--- config.mk ---
export PLATFORM = sky130hd
export DESIGN_NAME = binary_onehot_pipe
export DESIGN_NICKNAME = d
export VERILOG_FILES = /design/src/rtl/binary_onehot_pkg.sv /design/src/rtl/onehot_skid_buf.sv /design/src/rtl/binary_onehot_pipe.sv
export SDC_FILE = /design/constraint.sdc
export NUM_CORES = 1
export LEC_CHECK = 0
export ABC_AREA = 1
export CORE_MARGIN = 2
export CORE_UTILIZATION = 55
export CTS_CLUSTER_SIZE = 16
export DETAILED_ROUTE_END_ITERATION = 10
export MAX_ROUTING_LAYER = met4
export PLACE_DENSITY = 0.85
export SYNTH_ARGS = -nofsm -noshare
export SYNTH_HDL_FRONTEND = slang
export SYNTH_SLANG_ARGS = --single-unit
--- constraint.sdc ---
create_clock -name clk -period 2.92 [get_ports clk]
set_input_delay 0.438 -clock clk [delete_from_list [all_inputs] [get_ports clk]]
set_output_delay 0.438 -clock clk [all_outputs]
set_load 0.01 [all_outputs]
--- src/rtl/binary_onehot_pkg.sv ---
// ----------------------------------------------------------------------------
// binary_onehot_pkg
//   Shared types and decode helper for the binary-to-one-hot pipeline.
//   - skid_state_e : occupancy of the 2-entry skid buffer (EMPTY/ONE/FULL)
//   - DEF_*        : default widths used by binary_onehot_pipe
//   - MAX_IDX      : highest legal index for the default result width
//   - onehot_f     : per-bit decode of an index into one-hot / thermometer
//   Optional thermometer mode is enabled by BINARY_ONEHOT_THERM_EN in the top.
// ----------------------------------------------------------------------------
package binary_onehot_pkg;

    localparam int DEF_DAT_WID     = 4;
    localparam int DEF_RESULT_WID  = 16;
    localparam int DEF_ERR_CNT_WID = 8;
    localparam int MAX_IDX         = DEF_RESULT_WID - 1;

    typedef enum logic [1:0] {
        ST_EMPTY = 2'd0,
        ST_ONE   = 2'd1,
        ST_FULL  = 2'd2
    } skid_state_e;

    // Value of result bit 'pos' for index 'idx'. Out-of-range indices never
    // wrap: one-hot gives all zeros, thermometer gives all ones.
    function automatic logic onehot_f(input logic [31:0] idx,
                                      input logic        therm,
                                      input int unsigned pos,
                                      input int unsigned result_wid);
        logic bit_val;
        if (idx >= result_wid) begin
            bit_val = therm;
        end else if (therm) begin
            bit_val = (pos <= idx);
        end else begin
            bit_val = (pos == idx);
        end
        return bit_val;
    endfunction

endpackage

--- src/rtl/onehot_skid_buf.sv ---
// ----------------------------------------------------------------------------
// onehot_skid_buf
//   Generic 2-entry skid buffer with a fully registered in_ready.
//   Ports:
//     clk, rst_n          clock, asynchronous active-low reset
//     in_valid/in_ready   upstream handshake (in_ready is a flop)
//     in_data [PAY_W]     payload accepted on in_valid & in_ready
//     out_valid/out_ready downstream handshake (out_valid = main full)
//     out_data [PAY_W]    payload held in the main (output) register
// ----------------------------------------------------------------------------
module onehot_skid_buf
    import binary_onehot_pkg::*;
#(
    parameter int PAY_W = 17
) (
    input  logic             clk,
    input  logic             rst_n,
    input  logic             in_valid,
    output logic             in_ready,
    input  logic [PAY_W-1:0] in_data,
    output logic             out_valid,
    input  logic             out_ready,
    output logic [PAY_W-1:0] out_data
);

    skid_state_e      state_q, state_d;
    logic [PAY_W-1:0] main_q, main_d;
    logic [PAY_W-1:0] skid_q, skid_d;
    logic             in_ready_q, in_ready_d;
    logic             accept;
    logic             pop;

    assign accept = in_valid & in_ready_q;
    assign pop    = (state_q != ST_EMPTY) & out_ready;

    always_comb begin
        state_d = state_q;
        main_d  = main_q;
        skid_d  = skid_q;
        unique case (state_q)
            ST_EMPTY: begin
                if (accept) begin
                    main_d  = in_data;
                    state_d = ST_ONE;
                end
            end
            ST_ONE: begin
                if (accept && !pop) begin
                    skid_d  = in_data;
                    state_d = ST_FULL;
                end else if (accept && pop) begin
                    main_d  = in_data;
                end else if (pop) begin
                    state_d = ST_EMPTY;
                end
            end
            ST_FULL: begin
                // in_ready is low here, so only a pop can happen
                if (pop) begin
                    main_d  = skid_q;
                    state_d = ST_ONE;
                end
            end
            default: state_d = ST_EMPTY;
        endcase
        // Look-ahead so in_ready comes straight from a flop
        in_ready_d = (state_d != ST_FULL);
    end

    always_ff @(posedge clk or negedge rst_n) begin
        if (!rst_n) begin
            state_q    <= ST_EMPTY;
            main_q     <= '0;
            skid_q     <= '0;
            in_ready_q <= 1'b1;
        end else begin
            state_q    <= state_d;
            main_q     <= main_d;
            skid_q     <= skid_d;
            in_ready_q <= in_ready_d;
        end
    end

    assign in_ready  = in_ready_q;
    assign out_valid = (state_q != ST_EMPTY);
    assign out_data  = main_q;

endmodule

--- src/rtl/binary_onehot_pipe.sv ---
// ----------------------------------------------------------------------------
// binary_onehot_pipe
//   Pipelined binary-to-one-hot decoder with valid/ready flow control.
//   Decode and the error counter are combinational ahead of a 2-entry skid
//   buffer; the stored payload is {err, result}.
//   Ports:
//     clk, rst_n            clock, asynchronous active-low reset
//     in_valid/in_ready     input handshake (in_ready registered)
//     in_dat [DAT_WID]      binary index
//     in_therm              thermometer select (BINARY_ONEHOT_THERM_EN only)
//     out_valid/out_ready   output handshake
//     out_result[RESULT_WID] decoded vector
//     out_err               beat's index was out of range
//     err_cnt[ERR_CNT_WID]  saturating count of accepted out-of-range beats
//     err_clr               synchronous clear of err_cnt (wins over increment)
//   Build option: define BINARY_ONEHOT_THERM_EN to add in_therm.
// ----------------------------------------------------------------------------
module binary_onehot_pipe
    import binary_onehot_pkg::*;
#(
    parameter int DAT_WID     = DEF_DAT_WID,
    parameter int RESULT_WID  = DEF_RESULT_WID,
    parameter int ERR_CNT_WID = DEF_ERR_CNT_WID
) (
    input  logic                   clk,
    input  logic                   rst_n,
    input  logic                   in_valid,
    output logic                   in_ready,
    input  logic [DAT_WID-1:0]     in_dat,
`ifdef BINARY_ONEHOT_THERM_EN
    input  logic                   in_therm,
`endif
    output logic                   out_valid,
    input  logic                   out_ready,
    output logic [RESULT_WID-1:0]  out_result,
    output logic                   out_err,
    output logic [ERR_CNT_WID-1:0] err_cnt,
    input  logic                   err_clr
);

    localparam int PAY_W = RESULT_WID + 1;

    logic                   therm_sel;
    logic [RESULT_WID-1:0]  dec_result;
    logic                   dec_err;
    logic [PAY_W-1:0]       out_pay;
    logic                   accept;
    logic [ERR_CNT_WID-1:0] err_cnt_q, err_cnt_d;

`ifdef BINARY_ONEHOT_THERM_EN
    // The mode is folded into the decoded vector, so it travels with the beat.
    assign therm_sel = in_therm;
`else
    assign therm_sel = 1'b0;
`endif

    genvar gi;
    generate
        for (gi = 0; gi < RESULT_WID; gi++) begin : g_dec
            assign dec_result[gi] = onehot_f(32'(in_dat), therm_sel, gi, RESULT_WID);
        end
    endgenerate

    assign dec_err = (32'(in_dat) >= 32'(RESULT_WID));

    onehot_skid_buf #(
        .PAY_W (PAY_W)
    ) u_skid (
        .clk       (clk),
        .rst_n     (rst_n),
        .in_valid  (in_valid),
        .in_ready  (in_ready),
        .in_data   ({dec_err, dec_result}),
        .out_valid (out_valid),
        .out_ready (out_ready),
        .out_data  (out_pay)
    );

    assign out_result = out_pay[RESULT_WID-1:0];
    assign out_err    = out_pay[RESULT_WID];
    assign accept     = in_valid & in_ready;

    always_comb begin
        err_cnt_d = err_cnt_q;
        if (err_clr) begin
            err_cnt_d = '0;
        end else if (accept && dec_err && !(&err_cnt_q)) begin
            err_cnt_d = err_cnt_q + 1'b1;
        end
    end

    always_ff @(posedge clk or negedge rst_n) begin
        if (!rst_n) begin
            err_cnt_q <= '0;
        end else begin
            err_cnt_q <= err_cnt_d;
        end
    end

    assign err_cnt = err_cnt_q;

endmodule

==> results.toml, run 1 <==
[run_status]
status = "complete, no violations"

[sta]
holdWs_ps = 484.2
rsz0062_at_grt = "no"
fin_crit_sh = 0.6794
tightest_slew_ps = 611.8
setup_violations = 0
fmax_mhz = 504.1
finalHoldViolCount = 0
post-route-min-period_ps = 1984
tns_ps = 0
skew_ps = 4.648
maxSlewViolCount = 0
slew_headroom = 0.5907
finalWorstSetupSlack_ps = 936.2

[clock_network]
clk_path_buf_depth = 2
cts_buffers = 5
cts_setup_buffers = 0
cts_num_sinks = 35
hold_buffers = 0
cts_tree = "done"
clk_pin_slew_ps = 100
htreeDepth = 2
clk_latency_ps = 350
cts_root_buf = "clkbuf_4"
cts-resized-gates = 0

[global_route]
grt_max_degree = 36
overflow = 0
track_usage = 0.2221
grt_pass1_wl_um = 5664
grt_pass1_vias = 1278
antenna_found_initial = 0

[hold_path]
hp-class = "primary input to asynchronous set/reset pin"

[die]
die_h_um = 60.94
start_util = 0.5793
io_pins = 36
core_mm2 = 0.003078
rows = 20
die_area_mm2 = 0.003713
fp.dieW_um = 60.94

[synthesis]
ys.flop_type = "dfrtp_1"
yosysTopAreaCell = "dfrtp_1"
ys_top_cells_by_count = "102 x nand2_1, 34 x dfrtp_1, 32 x nand3_1"
ys_seq_area_frac = 0.4919
synthAdderAreaFrac = 0
synth_top_family_by_area = "simple AND/OR/NAND/NOR gates"
synth-simple-area-share = 0.3579
syn_area_per_cell_um2 = 7.685
synth.top_cell.area_share = 0.4772
synthTopCellsByArea = "dfrtp_1 48%, nand2_1 21%, nand3_1 9.0%"
synth-seq-cells = 35
synth_most_common_cell = "nand2_1"
synth_xor_area_frac = 0
yosys.cell_types.count = 18
synth-compound-area-share = 0.05404
synthArstFlopShare = 1.000
synth-edff-count = 0
synthesis.area_mm2 = 0.001783
ys_warn_count = 0
synthMuxAreaShare = 0
syn_inst = 232

[pwr]
p_leak_nw = 1.151
power_mw = 1.197
vdd_drop_max_mv = 0.2718
cellPowerDensity_mw_per_mm2 = 580.0

[cells_and_area]
drive_above_1_share = 0.08171
area.growth.synth_to_final_pct = 15.72
final_core_util = 0.6703
fin_area_mm2 = 0.002063
layoutNonFillerInstCount = 301
final_nets = 266
diodes = 0

[route]
viasPerCell = 4.973
routed_wl_um = 3542
detail-route-antenna-nets = 0
drt_iter0_markers = 68
num_vias = 1497
dr.pass1.iters = 4
drc = 0
wl_per_cell_um = 11.77

[placement]
place_hpwl_um = 2438
dp_cells = 294
placed_area_mm2 = 0.002007
gp_congestion = 0.8501
portBuffers = 25
dp_slack_ps = 973.5

[setup_path]
r2r_setup_slack_ps = 1450
cp_max_fo = 4
arrival_ps = 1550
worstSetupEndpointType = "output pin"
startpoint_type = "flop"
critPathKind = "flop to output pin"
r2r_cells = 5
required_ps = 2480

[run]
maxCapViolCount = 0
[layout by cell type, fill, tap and decap left out]
cell	instances
nor2_1	8
dfstp_2	1
inv_2	3
o21ai_1	16
nand2_1	102
dfrtp_1	34
inv_1	10
a21oi_4	1
nor2_2	1
nand3_1	32
buf_4	1
nand2_4	1
nand2_2	4
nor2_4	2
conb_1	9
clkdlybuf4s50_1	25
clkbuf_8	1
clkbuf_4	5
clkinv_2	1
[power breakdown]
group | internal (mW) | leakage [nW] | switching [mW] | total, mW
logic | 0.124 | 0.641 | 0.214 | 0.338
clock network | 0.111 | 0.0341 | 0.157 | 0.268
registers | 0.554 | 0.476 | 0.0364 | 0.590
total | 0.789 | 1.15 | 0.408 | 1.20
[cells by family (layout without fill, tap and decap cells)]
kind of cell	Yosys count	count (layout)
other cells	1	9
compound gates	17	17
flops	35	35
simple gates	150	150
buf+inv	29	46
[metal layers]
layer / vias to the layer above / GRT usage / share of wire
li1: 764 / - / -
met1: 673 / 0.2756 / 0.45
met2: 49 / 0.3349 / 0.46
met3: 11 / 0.05757 / 0.060
met4: 0 / 0.1118 / 0.027
met5: - / - / 0
[sequential cells by signal, summed over array words and instances, names as in the netlist]
| name | flops |
|---|---|
| u_skid.out_data | 16 |
| u_skid.skid_q | 16 |
| u_skid.state_q | 2 |
| u_skid.in_ready | 1 |
[critical path, cell delays in order (launching register included)]
cell and delay (ps):
dfrtp_1 440, nor2_1 220, inv_1 60, clkdlybuf4s50_1 480
[area by class of cell]
class                           count  area [µm²]
Clock buffer                        6       51.30
Clock inverter                      1       5.005
Timing Repair Buffer               26       257.7
Inverter                           13       48.80
Tap cell                           44       55.05
Sequential cell                    35       877.1
Multi-Input combinational cell    176       768.2
Fill cell                         294        1015
[final timing paths]
| path | from | endpoint |
|---|---|---|
| min in group clk | u_skid.out_data[10]$_DFFE_PN0P_ | u_skid.out_data[10]$_DFFE_PN0P_ |
| setup / recovery | u_skid.state_q[1]$_DFF_PN0_ | out_valid |
| setup reg to reg | u_skid.state_q[1]$_DFF_PN0_ | u_skid.skid_q[13]$_DFFE_PN0P_ |
| hold / removal | rst_n | u_skid.state_q[1]$_DFF_PN0_ |
| hold reg to reg | u_skid.out_data[10]$_DFFE_PN0P_ | u_skid.out_data[10]$_DFFE_PN0P_ |
| max in group asynchronous | rst_n | u_skid.in_ready$_DFF_PN1_ |
(Power assumes the default switching activity.)
==> run 2: changes to the inputs <==
--- a/config.mk
+++ b/config.mk
@@ -7,11 +7,11 @@
 export LEC_CHECK = 0
 export ABC_AREA = 1
 export CORE_MARGIN = 2
-export CORE_UTILIZATION = 55
+export CORE_UTILIZATION = 46
 export CTS_CLUSTER_SIZE = 16
 export DETAILED_ROUTE_END_ITERATION = 10
 export MAX_ROUTING_LAYER = met4
-export PLACE_DENSITY = 0.85
+export PLACE_DENSITY = 0.76
 export SYNTH_ARGS = -nofsm -noshare
 export SYNTH_HDL_FRONTEND = slang
 export SYNTH_SLANG_ARGS = --single-unit
==> constraint.sdc (replaced) <==
create_clock -name clk -period 1.8 [get_ports clk]
set_input_delay 0.27 -clock clk [delete_from_list [all_inputs] [get_ports clk]]
set_output_delay 0.27 -clock clk [all_outputs]
set_load 0.01 [all_outputs]
==> run 2 against run 1 <==
  * Combinational power grew 67%
  * Global-route usage is 3.3 points lower
  * Sequential share of layout area fell by 1.8 points
  * Total power rose by 71%
  * First-iteration DRC count rose by 72%
  * Clock skew down 2.7 ps
  * Count of clock-buffer cells in the layout up 1
  * Cell area is 4.4% higher
  * Critical path depth unchanged
  * Non-clock buffer count grew 8
  * Cell count up 4.3%
==> results.toml, run 2 (synthesis results as in run 1) <==
[cells_and_area]
area.growth.synth_to_final_pct = 20.77
final_common_cell = "nand2_1"
diodes = 0
fin_area_mm2 = 0.002153
final_core_util = 0.5838
final_nets = 274
fillers = 356
drive_above_1_share = 0.1053
layout_common_cells = "102 x nand2_1, 34 x dfrtp_1, 32 x nand3_1"

[setup_path]
r2r_cells = 5
worstSetupEndpoint = "out_valid"
critPathKind = "flop to output pin"
cpMaxStageDelayCell = "clkdlybuf4s50_1"
timing.rr.start = "u_skid.state_q[0]$_DFF_PN0_"
reg2reg_to = "u_skid.out_data[0]$_DFFE_PN0P_"
cp.depth = 3
r2r_setup_slack_ps = 360
required_ps = 1530
cp_cell_sequence = "nor2_1, inv_1, clkdlybuf4s50_1"
cp_max_fo = 4
crit_start = "u_skid.state_q[1]$_DFF_PN0_"
arrival_ps = 1470
startpoint_type = "flop"
worstSetupEndpointType = "output pin"
crit_buf_inv = 2
slowest_delay_ps = 470
path_delay_family = "buffers and inverters"

[placement]
placed_area_mm2 = 0.002072
gp_congestion = 0.8289
portBuffers = 25
place_hpwl_um = 2393

[global_route]
grt_pass1_vias = 1336
antenna_found_initial = 0
grt_pass1_wl_um = 6113
track_usage = 0.1895
overflow = 0
grt_max_degree = 36

[die]
io_pins = 36
core_mm2 = 0.003689
rows = 22
start_util = 0.4834
die_area_mm2 = 0.004390
fp.dieW_um = 66.26
die_h_um = 66.26

[pwr]
power_mw = 2.050
p_leak_nw = 1.199
vdd_drop_max_mv = 0.3508
cellPowerDensity_mw_per_mm2 = 952.0

[clock_network]
clk_latency_ps = 280
cts_buffers = 5
hold_buffers = 0
cts_root_buf = "clkbuf_8"
clk_path_buf_depth = 2
cts_num_sinks = 35
clk_pin_slew_ps = 60
cts_tree = "done"
cts_setup_buffers = 0
cts-resized-gates = 0
htreeDepth = 2

[run]
maxCapViolCount = 0

[route]
dr.pass1.iters = 4
routed_wl_um = 3469
num_vias = 1503
detail-route-antenna-nets = 0
wl_per_cell_um = 11.05
drc = 0
viasPerCell = 4.787
drt_iter0_markers = 117

[sta]
maxSlewViolCount = 0
fmax_mhz = 575.0
fin_crit_sh = 0.9662
holdWs_ps = 385.3
skew_ps = 1.913
finalHoldViolCount = 0
rsz0062_at_grt = "no"
setup_violations = 0
post-route-min-period_ps = 1739
tns_ps = 0

[run_status]
status = "complete, no violations"

[hold_path]
hp-class = "primary input to asynchronous set/reset pin"
## run 2: changes by cell type in the layout (fill, tap and decap cells not counted)
cell	change
clkbuf_1	+2
clkbuf_4	-5
buf_4	+8
clkbuf_8	+4
## run 2: how the worst min path moves through the flow
stage,cells past startpoint,end,startpoint
after global placement,2,u_skid.skid_q[15]$_DFFE_PN0P_,u_skid.skid_q[15]$_DFFE_PN0P_
after floorplan,0,u_skid.out_data[0]$_DFFE_PN0P_,rst_n
after CTS,2,u_skid.skid_q[10]$_DFFE_PN0P_,rst_n
after global routing,2,u_skid.skid_q[5]$_DFFE_PN0P_,rst_n
final,2,u_skid.state_q[1]$_DFF_PN0_,rst_n
after detailed placement,2,u_skid.out_data[4]$_DFFE_PN0P_,u_skid.out_data[4]$_DFFE_PN0P_
## run 2: cell type report
class,count,area (µm²),area share
flip-flops and latches,35,877.1,0.4073
clock buffers,7,76.32,0.03544
clock inverters,1,5.005,0.002324
repair buffers,34,317.8,0.1476
well taps,48,60.06,0.02789
inverters,13,48.80,0.02266
multi-input cells,176,768.2,0.3568
## run 2: metrics by stage
stage,setup WS (ps),cells
floorplan,538.4,240
global placement,261.4,306
detailed placement,195.1,306
CTS,50.66,314
global route,3.069,314
finish,60.82,314
## run 2: power breakdown
part	internal (mW)	switching [mW]	total [mW]
Clock	0.271	0.257	0.528
Sequential	0.900	0.0573	0.958
Combinational	0.219	0.346	0.565
## run 2: layer usage
layer  track usage  part of all wire  vias to the layer above
met5             -                 0                        -
met4       0.06888             0.017                        0
met3       0.05111             0.061                        5
met1        0.2585              0.49                      673
li1              -                 -                      777
met2        0.2713              0.43                       48
